## src/rtl/rv32imf_irq_pkg.sv

```systemverilog
// Shared constants and types for the rv32imf interrupt aggregator.
package rv32imf_irq_pkg;

    localparam logic [4:0] REG_PENDING = 5'h00;
    localparam logic [4:0] REG_ENABLE  = 5'h04;
    localparam logic [4:0] REG_EDGE    = 5'h08;
    localparam logic [4:0] REG_MSIP    = 5'h0C;
    localparam logic [4:0] REG_LAST_ID = 5'h10;

    localparam int FAST_IRQ_BASE = 16;
    localparam int MSIP_IRQ      = 3;

    typedef struct packed {
        logic        we;
        logic [4:0]  addr;
        logic [31:0] wdata;
    } cfg_req_t;

    typedef enum logic {
        CFG_IDLE,
        CFG_RESP
    } cfg_state_e;

endpackage

```

## src/rtl/rv32imf_irq_if.sv

```systemverilog
// Software register port: request/grant with a fixed one-cycle response.
interface rv32imf_irq_if;

    logic        req;
    logic        gnt;
    logic        we;
    logic [4:0]  addr;
    logic [31:0] wdata;
    logic        rvalid;
    logic [31:0] rdata;

    modport master (output req, we, addr, wdata, input gnt, rvalid, rdata);
    modport slave  (input req, we, addr, wdata, output gnt, rvalid, rdata);

endinterface

```

## src/rtl/rv32imf_irq_sync.sv

```systemverilog
// Multi-stage flop synchronizer for the asynchronous interrupt sources.
module rv32imf_irq_sync #(
    parameter int NUM_SRC     = 16,
    parameter int SYNC_STAGES = 2
) (
    input  logic               clk_i,
    input  logic               rst_i,
    input  logic [NUM_SRC-1:0] async_i,
    output logic [NUM_SRC-1:0] sync_o
);

    logic [SYNC_STAGES-1:0][NUM_SRC-1:0] stage_q;

    always_ff @(posedge clk_i) begin
        if (rst_i) begin
            stage_q <= '0;
        end else begin
            stage_q <= {stage_q[SYNC_STAGES-2:0], async_i};
        end
    end

    assign sync_o = stage_q[SYNC_STAGES-1];

endmodule

```

## src/rtl/rv32imf_irq_ctrl.sv

```systemverilog
// Interrupt aggregator: synchronised sources, edge/level pending, ack handling and register port.
module rv32imf_irq_ctrl
    import rv32imf_irq_pkg::*;
#(
    parameter int NUM_SRC     = 16,
    parameter int SYNC_STAGES = 2
) (
    input  logic               clk_i,
    input  logic               rst_i,
    input  logic [NUM_SRC-1:0] src_i,
    output logic [31:0]        irq_o,
    input  logic               irq_ack_i,
    input  logic [4:0]         irq_id_i,
    rv32imf_irq_if.slave       cfg
);

    cfg_req_t     cfgReq;
    logic [4:0]   wordAddr;
    logic         wrEn;
    logic         rdEn;
    logic [NUM_SRC-1:0] srcSync, riseDet, ackHit, ackClr, w1cClr;
    logic [NUM_SRC-1:0] srcDly_q;
    logic [NUM_SRC-1:0] pending_q, pending_d;
    logic [NUM_SRC-1:0] enable_q, enable_d;
    logic [NUM_SRC-1:0] edge_q, edge_d;
    logic         msip_q, msip_d;
    logic [4:0]   lastId_q, lastId_d;
    logic [31:0]  rdMux, rdata_q, rdata_d;
    cfg_state_e   state_q, state_d;
    logic         unusedBits;

    assign cfgReq     = '{we: cfg.we, addr: cfg.addr, wdata: cfg.wdata};
    assign wordAddr   = {cfgReq.addr[4:2], 2'b00};
    assign wrEn       = cfg.req & cfgReq.we;
    assign rdEn       = cfg.req & ~cfgReq.we;
    assign cfg.gnt    = cfg.req;
    assign unusedBits = ^{cfgReq.wdata, cfgReq.addr[1:0]};

    rv32imf_irq_sync #(
        .NUM_SRC    (NUM_SRC),
        .SYNC_STAGES(SYNC_STAGES)
    ) u_sync (
        .clk_i  (clk_i),
        .rst_i  (rst_i),
        .async_i(src_i),
        .sync_o (srcSync)
    );

    // A fresh rising edge outranks ack/W1C clears; level bits simply track the synchronised input.
    always_comb begin
        riseDet = srcSync & ~srcDly_q;
        ackHit  = '0;
        for (int k = 0; k < NUM_SRC; k++) begin
            ackHit[k] = irq_ack_i && (irq_id_i == 5'(FAST_IRQ_BASE + k));
        end
        ackClr    = ackHit & edge_q;
        w1cClr    = (wrEn && wordAddr == REG_PENDING) ? (cfgReq.wdata[NUM_SRC-1:0] & edge_q) : '0;
        pending_d = (edge_q & (riseDet | (pending_q & ~(ackClr | w1cClr)))) | (~edge_q & srcSync);
        enable_d  = (wrEn && wordAddr == REG_ENABLE) ? cfgReq.wdata[NUM_SRC-1:0] : enable_q;
        edge_d    = (wrEn && wordAddr == REG_EDGE)   ? cfgReq.wdata[NUM_SRC-1:0] : edge_q;
        msip_d    = (wrEn && wordAddr == REG_MSIP)   ? cfgReq.wdata[0] : msip_q;
        lastId_d  = irq_ack_i ? irq_id_i : lastId_q;
    end

    always_comb begin
        rdMux = '0;
        case (wordAddr)
            REG_PENDING: rdMux = 32'(pending_q);
            REG_ENABLE:  rdMux = 32'(enable_q);
            REG_EDGE:    rdMux = 32'(edge_q);
            REG_MSIP:    rdMux = {31'b0, msip_q};
            REG_LAST_ID: rdMux = {27'b0, lastId_q};
            default:     rdMux = '0;
        endcase
        rdata_d = rdEn ? rdMux : '0;
    end

    always_comb begin
        state_d = state_q;
        case (state_q)
            CFG_IDLE: state_d = cfg.req ? CFG_RESP : CFG_IDLE;
            CFG_RESP: state_d = cfg.req ? CFG_RESP : CFG_IDLE;
            default:  state_d = CFG_IDLE;
        endcase
    end

    always_comb begin
        cfg.rvalid = (state_q == CFG_RESP);
        cfg.rdata  = rdata_q;
    end

    always_comb begin
        irq_o                            = '0;
        irq_o[MSIP_IRQ]                  = msip_q;
        irq_o[FAST_IRQ_BASE +: NUM_SRC]  = pending_q & enable_q;
    end

    // Clearing srcDly_q on reset makes a source already high at release look like a rising edge.
    always_ff @(posedge clk_i) begin
        if (rst_i) begin
            srcDly_q  <= '0;
            pending_q <= '0;
            enable_q  <= '0;
            edge_q    <= '0;
            msip_q    <= 1'b0;
            lastId_q  <= '0;
            rdata_q   <= '0;
            state_q   <= CFG_IDLE;
        end else begin
            srcDly_q  <= srcSync;
            pending_q <= pending_d;
            enable_q  <= enable_d;
            edge_q    <= edge_d;
            msip_q    <= msip_d;
            lastId_q  <= lastId_d;
            rdata_q   <= rdata_d;
            state_q   <= state_d;
        end
    end

endmodule

```

## src/flat_wrapper.sv

```systemverilog
// flat-port wrapper written by rule: the top's interface ports become plain ports
module rv32imf_irq_ctrl_flat import rv32imf_irq_pkg::*;
#(
    parameter int NUM_SRC     = 16,
    parameter int SYNC_STAGES = 2
)
  (clk_i, rst_i, src_i, irq_o, irq_ack_i, irq_id_i, cfg_req, cfg_we, cfg_addr, cfg_wdata, cfg_gnt, cfg_rvalid, cfg_rdata);
  rv32imf_irq_if cfg_i ();
  input  logic clk_i;
  input  logic rst_i;
  input  logic [NUM_SRC-1:0] src_i;
  output logic [31:0] irq_o;
  input  logic irq_ack_i;
  input  logic [4:0] irq_id_i;
  input wire logic [$bits(cfg_i.req)-1:0] cfg_req;
  input wire logic [$bits(cfg_i.we)-1:0] cfg_we;
  input wire logic [$bits(cfg_i.addr)-1:0] cfg_addr;
  input wire logic [$bits(cfg_i.wdata)-1:0] cfg_wdata;
  output wire logic [$bits(cfg_i.gnt)-1:0] cfg_gnt;
  output wire logic [$bits(cfg_i.rvalid)-1:0] cfg_rvalid;
  output wire logic [$bits(cfg_i.rdata)-1:0] cfg_rdata;
  assign cfg_i.req = cfg_req;
  assign cfg_i.we = cfg_we;
  assign cfg_i.addr = cfg_addr;
  assign cfg_i.wdata = cfg_wdata;
  assign cfg_gnt = cfg_i.gnt;
  assign cfg_rvalid = cfg_i.rvalid;
  assign cfg_rdata = cfg_i.rdata;
  rv32imf_irq_ctrl #(.NUM_SRC(NUM_SRC), .SYNC_STAGES(SYNC_STAGES)) u_core (.clk_i(clk_i), .rst_i(rst_i), .src_i(src_i), .irq_o(irq_o), .irq_ack_i(irq_ack_i), .irq_id_i(irq_id_i), .cfg(cfg_i));
endmodule
```

## config.mk

```make
export PLATFORM = sky130hd
export DESIGN_NAME = rv32imf_irq_ctrl_flat
export DESIGN_NICKNAME = d
export VERILOG_FILES = /design/src/rtl/rv32imf_irq_pkg.sv /design/src/rtl/rv32imf_irq_if.sv /design/src/rtl/rv32imf_irq_sync.sv /design/src/rtl/rv32imf_irq_ctrl.sv /design/src/flat_wrapper.sv
export SDC_FILE = /design/constraint.sdc
export NUM_CORES = 1
export LEC_CHECK = 0
export ABC_AREA = 1
export BUFFER_PORTS_ARGS = -buffer_cell sky130_fd_sc_hd__buf_2
export CAP_MARGIN = 20
export CORE_ASPECT_RATIO = 1.75
export CORE_MARGIN = 4
export CORE_UTILIZATION = 42
export CTS_CLUSTER_SIZE = 25
export DETAILED_ROUTE_END_ITERATION = 8
export PLACE_DENSITY = 0.7
export SLEW_MARGIN = 20
export SYNTH_ARGS = -nofsm -noshare
export SYNTH_HDL_FRONTEND = slang
export SYNTH_SLANG_ARGS = --single-unit
```

## constraint.sdc

```tcl
create_clock -name clk_i -period 1.4 [get_ports clk_i]
set_clock_uncertainty 0.2 [all_clocks]
set_input_delay 0.42 -clock clk_i [delete_from_list [all_inputs] [get_ports clk_i]]
set_output_delay 0.42 -clock clk_i [all_outputs]
set_load 0.02 [all_outputs]
```

# ---- Yosys cells after proc, flatten, opt, wreduce, memory -nomap -nowiden
# Cells that the tools add are included.
# W data, S select, Z words.
dict set report word_totals {
  regBits 135
  elab_cells 72
}
dict set report classes {
  eq_ne 20
  mux 3
  n_bitwise 17
  n_reduce_logical 22
}
# cell n
set op_table {}
lappend op_table {{$and A16 B16 Y16} 7}
lappend op_table {{$eq A5 B5 Y1 const B} 16}
lappend op_table {{$pmux W16 S5} 1}
lappend op_table {{$not A16 Y16} 3}
lappend op_table {{$or A16 B16 Y16} 3}
lappend op_table {{$logic_and A1 B1 Y1} 20}
lappend op_table {{$mux W16} 1}
lappend op_table {{$eq A3 B2 Y1 const B} 2}
lappend op_table {{$logic_not A5 Y1} 1}
lappend op_table {{$eq A3 B1 Y1 const B} 1}
lappend op_table {{$eq A3 B3 Y1 const B} 1}
lappend op_table {{$and A1 B1 Y1} 2}
lappend op_table {{$not A1 Y1} 2}
lappend op_table {{$reduce_or A2 Y1} 1}
lappend op_table {{$mux W1} 1}

# ---- Logic depth before layout (Yosys ltp)
# Gate-level depths: netlist of the first run.
dict set report logic_depth {
  ltp_word 9
  mapped_depth 8
  mapped_depth_nobuf 7
}

# ---- Cells and area by module
# Synthesis of the first run repeated with hierarchy kept, for this count alone.
dict set report hier_totals {
  hier_cells 704
  area_unflattened_um2 5062.4
}
# mod n_inst cells_per_inst area_per_inst_um2 seq_area_each_um2
set by_module_without_submodules {}
lappend by_module_without_submodules {rv32imf_irq_ctrl 1 589 4027.6 1741.7}
lappend by_module_without_submodules {rv32imf_irq_sync 1 115 1034.7 640.6}

# ---- Least setup slack after synthesis of the first run
# Ideal clock, no wire load.
dict set report synth_timing {
  kind {input to register}
  startpoint {in cfg_addr[3]}
  endpoint {reg u_core.pending_q[11]}
  setup_time_ns 0.114
  arrival_ns 1.216
  t_required_ns 1.086
  slack_ns -0.129
  cell_stages 7
  n_path_buf 1
  path_cell_list {inv_2 nand2_1 nor3_2 buf_2 nand2_1 nand3_1 nand2_1}
}
dict set report synth_via {
  elab_chain_cells 9
}
# item line_no
set synth_lines {}
lappend synth_lines {{from (decl)} flat_wrapper.sv:17} ;# input wire logic [$bits(cfg_i.addr)-1:0] cfg_addr;
lappend synth_lines {{$logic_not A5 Y1} rv32imf_irq_ctrl.sv:57} ;# w1cClr = (wrEn && wordAddr == REG_PENDING) ? (cfgReq.wdata[NUM_SRC-1:0] & edge_q) : '0;
lappend synth_lines {{$logic_and A1 B1 Y1} rv32imf_irq_ctrl.sv:57}
lappend synth_lines {{$mux W16} rv32imf_irq_ctrl.sv:57}
lappend synth_lines {{$or A16 B16 Y16} rv32imf_irq_ctrl.sv:58} ;# pending_d = (edge_q & (riseDet | (pending_q & ~(ackClr | w1cClr)))) | (~edge_q & srcSync);
lappend synth_lines {{$not A16 Y16} rv32imf_irq_ctrl.sv:58}
lappend synth_lines {{$and A16 B16 Y16} rv32imf_irq_ctrl.sv:58}
lappend synth_lines {{$or A16 B16 Y16} rv32imf_irq_ctrl.sv:58}
lappend synth_lines {{$and A16 B16 Y16} rv32imf_irq_ctrl.sv:58}
lappend synth_lines {{$or A16 B16 Y16} rv32imf_irq_ctrl.sv:58}
lappend synth_lines {{to (signal assigned)} rv32imf_irq_ctrl.sv:111} ;# pending_q <= pending_d;
lappend synth_lines {{to (decl)} rv32imf_irq_ctrl.sv:23} ;# logic [NUM_SRC-1:0] pending_q, pending_d;
# No other way between the ends.
# A chain may end at the register's enable or synchronous reset.

# ---- Final worst setup path of the first run
dict set report layout_timing {
  startpoint {reg u_core.enable_q[4]}
  endpoint {out irq_o[20]}
}
dict set report layout_via {
  elab_chain_cells 1
}
# item line_no
set layout_lines {}
lappend layout_lines {{from (decl)} rv32imf_irq_ctrl.sv:24} ;# logic [NUM_SRC-1:0] enable_q, enable_d;
lappend layout_lines {{from (signal assigned)} rv32imf_irq_ctrl.sv:112} ;# enable_q <= enable_d;
lappend layout_lines {{$and A16 B16 Y16} rv32imf_irq_ctrl.sv:95} ;# irq_o[FAST_IRQ_BASE +: NUM_SRC] = pending_q & enable_q;
lappend layout_lines {{to (decl)} flat_wrapper.sv:12} ;# output logic [31:0] irq_o;
# No other way between the ends.

==> impl_results.md, run 1 <==
- Largest net degree at the start of global routing: 40
- Min-Delay Endpoint: u_core.u_sync.stage_q[2]
- Die Ht: 150.1 µm
- Mapped Cells: between 600 and 700
- Adder-Cell Fraction of Synth Area: 0%
- TritonCTS clock tree: built
- Hold Path Stages: 3
- Synthesized area: 0.004843 mm²
- Clock Latency Late Sink: 0.41 ns
- Syn_area_per_cell: 7.050 µm²
- Period minus WS final: 1.617 ns
- Vias/cell: approximately 4.7
- Area growth, synth to finish: 39.96%
- RR Endpoint: u_core.pending_q[12]
- Crit path cell chain: nand2_2 > inv_2 > buf_6
- Worst-case reg-to-reg path depth: 6
- Power Internal: 6.613 mW
- Final setup violating endpoints: 34
- CTS Buf Count: 17
- Hold Crit Start: src_i[2]
- Clock power frac: 51.3%
- Routed Antenna Nets: 0
- Number of global-route vias before repair: approximately 4200
- Residual DRC: 0
- Combinational share of power: 7.3%
- Setup ws final: -0.2166 ns
- Max VDD drop: between 1 and 1.5 mV
- Final hold violations: 0
- Final #Nets: 896
- Pre-CTS WS: -0.2992 ns
- Crit-path max FO: 2
- Post-Route WL: 12490 µm
- Post-synthesis sequential area ratio: 49.19%
- CP max stage delay: 0.34 ns
- Initial core utilization: 43.13%
- Status: finished with violations
- Post-DP HPWL: 8255 µm
- Startpoint Class: flip-flop
- CTS Hold Buffers Added: 0
- Via Count: around 4600
- Unrepaired setup endpoints after global routing: true
- Failing checks: setup timing
- Synth Area in XOR/XNOR: 0%
- CP bufs+invs: 2
- Port Buffer Count: a little under 80
- # IOs: ~130
- Initial antenna violation count: 2
- DP Cell Count: around 910
- Worst-path clk slew: 0.05 ns
- DIE WIDTH: slightly below 90 µm
- P per Cell Area: 1262 mW/mm²
- First-pass GRT wire length: 19750 µm
- Critical path capture point type: primary output
- Synth Area in Simple Gates: a little under a third
- Layout Cells excl Fill: 980
- Final Cycle Share: 115.5%
- Worst Path Arrival: 1.00 ns
- Leakage: roughly 3.4 nW
- Rows: 51
- Compound-cell area share of the yosys netlist: ~4.5%
- GRT Residual Overflow: 0
- Mux contribution to synthesized area: 0%
- 1st-iter DRT viols: about 330
- Area contributors post-synth: dfxtp_1 (49%), nand2_1 (14%), nor2_1 (11%), inv_1 (6.8%), buf_4 (5.1%)
- Root Driver: clkbuf_16
- Hold Crit Class: input pin to flip-flop
- Share of cells above drive strength 1: 33.22%
- Clock sink total: roughly 120
- DR WL/cell: about 13 µm
- Cell family with most CP delay: flip-flops
- Post-synthesis cell type count: 25
- Max-cap violations: 0
- Clock Tree Buf Depth: 2
- Synth top area share: between 40% and 50%
- Sequential share of power: 41.4%
- Crit-path slowest cell: dfxtp_2
- Critical path data required time: 0.78 ns
- Switching share of power: between 20% and 30%
- Worst r2r src: u_core.pending_q[12]
- Reg2reg setup slack: between 0.2 and 0.3 ns
- Post-synth top area cell: dfxtp_1
- Combinational family with the most area after synthesis: simple AND/OR/NAND/NOR gates
- Core ar.: 0.01123 mm²
- Maximum clock frequency: 618.6 MHz
- GPL Wtd Cong: 0.8844
- Die area: 0.01338 mm²
- WS Path Type: flip-flop to primary output
- Fill cell count: 980
- Max-slew violations: 0
- H-tree Lvls: 4
- Gr usage total: 19.27%
- Yosys reg bits: 119
- Warnings, synthesis: 0
- Drt pass-1 iters: 5
- Net Sw Power: 1.940 mW
## sequential cells by signal, summed over array words and instances, names as in the netlist
register,flops
u_core.msip_q,1
u_core.pending_q,16
u_core.lastId_q,5
u_core.u_sync.stage_q,16
u_core.edge_q,16
u_core.cfg.rvalid,1
u_core.cfg.rdata,16
u_core.enable_q,16
u_core.srcDly_q,16
u_core.u_sync.sync_o,16
## power by group through the flow
stage | clock (mW) | combinational (mW) | sequential (mW)
3_5_place_dp | 0 | 0.563 | 3.61
5_1_grt | 4.65 | 0.680 | 3.55
6_report | 4.39 | 0.623 | 3.54
4_1_cts | 4.45 | 0.611 | 3.54
3_3_place_gp | 0 | 0.556 | 3.61
2_1_floorplan | 0 | 0.393 | 3.60
## per-layer routing
layer  up-vias  GRT usage, %  wire [µm]
li1       2293             -          -
met1      2033         21.53       4745
met2       203         33.09       6474
met3        31         4.793        923
met4         0         9.538        348
met5         -             0          0
## Yosys cell counts
master and count:
a211oi_1 1, inv_2 2, clkbuf_1 9, nor2_1 138
nand4_1 4, nand2_2 1, conb_1 1, nor2_2 10
buf_1 3, buf_4 33, buf_2 7, clkinv_2 2
o21ai_0 22, inv_1 88, nand2_1 187, nand3_1 29
nor3_1 5, nor3_4 2, nor3_2 1, o21ai_1 13
nand2_4 1, a21oi_1 7, buf_6 1, dfxtp_1 119
buf_8 1
## worst min-delay path: cells and delay by family
| family | cells | cell delay (ns) |
|---|---|---|
| AND/OR/NAND/NOR | 1 | 0.06 |
| buffers and inverters | 2 | 0.10 |
## stage by stage
stage                     util, %  TNS, ns  power, mW  instance area, µm²  hold WS, ns
after global routing        60.36   -5.054      8.877                6779     0.001845
after CTS                   59.99   -4.201      8.596                6738     0.003364
after detailed placement    49.88   -16.09      4.173                5602       0.1925
after global placement      49.88   -15.44      4.163                5602       0.1903
after floorplan                 -  -0.6046      3.995                5070       0.1883
final                       60.36   -3.857      8.554                6779      0.01046
## cell families (layout without fill, tap and decap cells)
kind of cell	count (synthesis)	count (layout)
AOI/OAI and AO/OA	43	43
buffers and inverters	146	275
and+or+nand+nor	378	378
DFF	119	119
other	1	33
## cell usage in the layout (no fill, tap or decap), drive strengths merged, types with 3 or more instances in the layout
cell type and n:
dfxtp 119, nor2 148, buf 151, inv 90, clkinv 9, nand4 4
bufinv 3, conb 31, nand3 29, nor3 8, o21ai 35, nand2 189
clkbuf 20, a21oi 7
## cell type report
| type | count | area (µm²) | area share, % |
|---|---|---|---|
| Tap cell | 132 | 165.2 | 2.436 |
| Inverter | 92 | 380.4 | 5.611 |
| Antenna cell | 2 | 5.005 | 0.07383 |
| Sequential cell | 119 | 2445 | 36.06 |
| Multi-Input combinational cell | 452 | 1958 | 28.89 |
| Clock buffer | 20 | 456.7 | 6.737 |
| Timing Repair Buffer | 151 | 1217 | 17.96 |
| Clock inverter | 12 | 151.4 | 2.233 |
## worst max path at each step
stage                              startpoint                    to  slack [ns]  cells past startpoint
after floorplan                   cfg_addr[4]     u_core.edge_q[10]       -0.03                      5
after global placement            cfg_addr[3]  u_core.cfg.rdata[14]       -0.28                      8
after detailed placement          cfg_addr[2]    u_core.enable_q[0]       -0.30                      7
after CTS                 u_core.enable_q[14]             irq_o[30]       -0.20                      3
after global routing      u_core.pending_q[4]             irq_o[20]       -0.26                      3
final                      u_core.enable_q[4]             irq_o[20]       -0.22                      3
## timing repair
action / 4_1_cts / 5_1_grt
resized for setup: 131 / 12
setup buffers: 31 / 3
endpoints found under the setup margin: 35 / 35
pin swaps: 12 / 7
No activity file was read; power rests on OpenSTA's default activity.
==> run 2: changes to the inputs <==
--- a/config.mk
+++ b/config.mk
@@ -14,6 +14,8 @@
 export CTS_CLUSTER_SIZE = 25
 export DETAILED_ROUTE_END_ITERATION = 8
 export PLACE_DENSITY = 0.7
+export RECOVER_POWER = 100
+export REMOVE_ABC_BUFFERS = 1
 export SLEW_MARGIN = 20
 export SYNTH_ARGS = -nofsm -noshare
 export SYNTH_HDL_FRONTEND = slang
==> run 2 against run 1 <==
Against the previous run: the run still ends with setup timing left; clock-buffer cell count grew 5; first-iteration DRC count shrank 13%; non-clock buffer count grew 12; critical path depth is the same; power grew 5.4%; sequential power is essentially flat; cell count grew 1.0%; largest power group unchanged; global-route usage grew 0.40 points; critical endpoint is now irq_o[19].
==> impl_results.md, run 2 (synthesis gave the netlist of run 1 again) <==
- Number of global-route vias before repair: 4354 (+3.3%)
- Initial core utilization: 43.13% (unchanged)
- Final #Nets: 908 (+1.3%)
- Startpoint Class: flip-flop
- Core ar.: 0.01123 mm² (unchanged)
- Port Buffer Count: 79 (unchanged)
- M1 WL: 4652 µm (-2.0%)
- Worst-case reg-to-reg path depth: 6 (unchanged)
- Placed cell areas: 0.005553 mm² (-0.87%)
- Final Cycle Share: 114.6% (-0.91 points)
- CP max stage delay: 0.34 ns (about the same)
- Final hold violations: 0 (unchanged)
- TritonCTS clock tree: built
- Design Power: 9.016 mW (+5.4%)
- Crit path capture: irq_o[19]
- Highest routed layer: met4
- Rows: 51 (unchanged)
- First-pass GRT wire length: 20070 µm (+1.6%)
- Commonest cells after routing, fill and taps aside: nand2_1 (174), nor2_1 (138), inv_1 (76), dfxtp_1 (69), buf_4 (66)
- Ant diodes: 0 (-2)
- Final setup violating endpoints: 34 (unchanged)
- Clock Tree Buf Depth: 2 (unchanged)
- 1st-iter DRT viols: 285 (-13%)
- Max VDD drop: 1.104 mV (+0.74%)
- Root Driver: clkbuf_16
- # IOs: 129 (unchanged)
- Maximum clock frequency: 623.5 MHz (+0.79%)
- DR WL/cell: 12.64 µm (-0.88%)
- Leakage: 3.413 nW (+1.5%)
- Drt pass-1 iters: 4 (-1)
- Clock Latency Late Sink: 0.41 ns (about the same)
- Largest net degree at the start of global routing: 40 (unchanged)
- Max-slew violations: 0 (unchanged)
- Post-DP HPWL: 8289 µm (+0.41%)
- Critical path data required time: 0.78 ns (about the same)
- Routed Antenna Nets: 0 (unchanged)
- Worst-path clk slew: 0.05 ns (about the same)
- Via Count: 4537 (-0.50%)
- CP startpoint: u_core.enable_q[3]
- H-tree Lvls: 4 (unchanged)
- Clock sink total: 119 (unchanged)
- Residual DRC: 0 (unchanged)
- Crit-path slowest cell: dfxtp_2
- Crit path cell chain: nand2_1 > inv_1 > buf_6
- GRT Residual Overflow: 0 (unchanged)
- Critical path capture point type: primary output
- Met2 WL: 6574 µm (+1.5%)
- Met3 WL post-DR: 868 µm (-6.0%)
- Share of cells above drive strength 1: 32.28% (-0.93 points)
- WS Path Type: flip-flop to primary output
- Worst Path Arrival: 0.98 ns (-0.02 ns)
- Post-Route WL: 12510 µm (+0.14%)
- Area growth, synth to finish: 41.20%
- Max-cap violations: 0 (unchanged)
- P per Cell Area: 1318 mW/mm² (+4.5%)
- Vias/cell: 4.583 (-1.5%)
- Initial antenna violation count: 0 (-2)
- GPL Wtd Cong: 0.8547 (-3.4%)
- Unrepaired setup endpoints after global routing: true
- Failing checks: setup timing
- Reg2reg setup slack: 0.24 ns (-0.03 ns)
- Fill cell count: 985 (+0.51%)
- Die area: 0.01338 mm² (unchanged)
- Setup ws final: -0.2039 ns (+0.01269 ns)
- Hold Crit Class: input pin to flip-flop
- Gr usage total: 19.67% (+0.40 points)
- DIE WIDTH: 89.18 µm (unchanged)
- Commonest non-fill, non-tap cell in the layout: nand2_1
- Period minus WS final: 1.604 ns (-0.01269 ns)
- Die Ht: 150.1 µm (unchanged)
- Final core occ: 60.90% (+0.53 points)
- Finished Cell Area: 0.006839 mm² (+0.89%)
- Status: finished with violations
- Layout Cells excl Fill: 990 (+1.0%)
- CTS Buf Count: 17 (unchanged)
- Crit-path max FO: 3 (+1)
- RR Endpoint: u_core.pending_q[0]
- DP Cell Count: 916 (+0.44%)
- Worst r2r src: u_core.pending_q[0]
- Hold_ws: 0.007522 ns (-0.002938 ns)
[run 2: changes by cell type in the layout (fill, tap and decap cells not counted), moves of 3 or more]
cell           previous run  this run
o21ai_0                  14        22
o21ai_1                  21        13
dlygate4sd3_1             0         7
clkbuf_1                  1         5
clkinv_4                  4         0
nor3_1                    1         5
clkbuf_2                  0         3
clkbuf_4                  0         3
clkbuf_8                  2         5
[run 2: cell type report]
class,count,area (µm²),area share (%)
flip-flops and latches,119,2445,35.75
clock buffers,25,505.5,7.391
multi-input cells,452,1904,27.84
inverters,92,347.8,5.086
clock inverters,7,162.7,2.378
repair buffers,163,1309,19.14
well taps,132,165.2,2.415
[run 2: worst min-delay path by stage]
stage                                         start                         to  depth (start not counted)
after floorplan            u_core.u_sync.stage_q[0]    u_core.u_sync.sync_o[0]                          2
after global placement     u_core.u_sync.stage_q[1]    u_core.u_sync.sync_o[1]                          2
after detailed placement  u_core.u_sync.stage_q[12]   u_core.u_sync.sync_o[12]                          2
after CTS                                 src_i[10]  u_core.u_sync.stage_q[10]                          3
after global routing                      src_i[13]  u_core.u_sync.stage_q[13]                          3
final                                     src_i[10]  u_core.u_sync.stage_q[10]                          3
[run 2: per-stage QoR]
| step | setup WS, ns | TNS (ns) |
|---|---|---|
| floorplan | -0.2973 | -15.04 |
| global placement | -0.2194 | -13.16 |
| detailed placement | -0.2341 | -14.05 |
| CTS | -0.2142 | -4.448 |
| global route | -0.2428 | -6.364 |
| finish | -0.2039 | -4.054 |
[run 2: routing by layer]
| metal | GRT usage [%] | vias up |
|---|---|---|
| met1 | 21.13 | 2046 |
| met2 | 34.71 | 150 |
| met5 | 0 | - |
| met4 | 9.911 | 0 |
| li1 | - | 2308 |
| met3 | 4.738 | 33 |
[run 2: worst max-delay path: cells and delay by family, from the launching register on]
family                 cells  cell delay, ns
DFF                        1            0.34
buffers and inverters      2            0.18
and+or+nand+nor            1            0.06
[run 2: what timing repair did]
| item | in CTS | in global routing |
|---|---|---|
| pin swaps | 10 | 5 |
| hold buffers | 7 | 0 |
| hold endpoints to repair | 7 | 0 |
| setup endpoints to repair | 34 | 34 |
| setup buffers | 29 | 6 |
| gates resized for setup | 130 | 14 |
[run 2: report_power, final]
group	total (mW)	switching, mW	internal, mW	leakage (nW)
clock network	4.88	1.49	3.39	0.324
registers	3.54	0.0471	3.50	0.995
logic	0.593	0.364	0.229	2.09
total	9.02	1.90	7.12	3.41
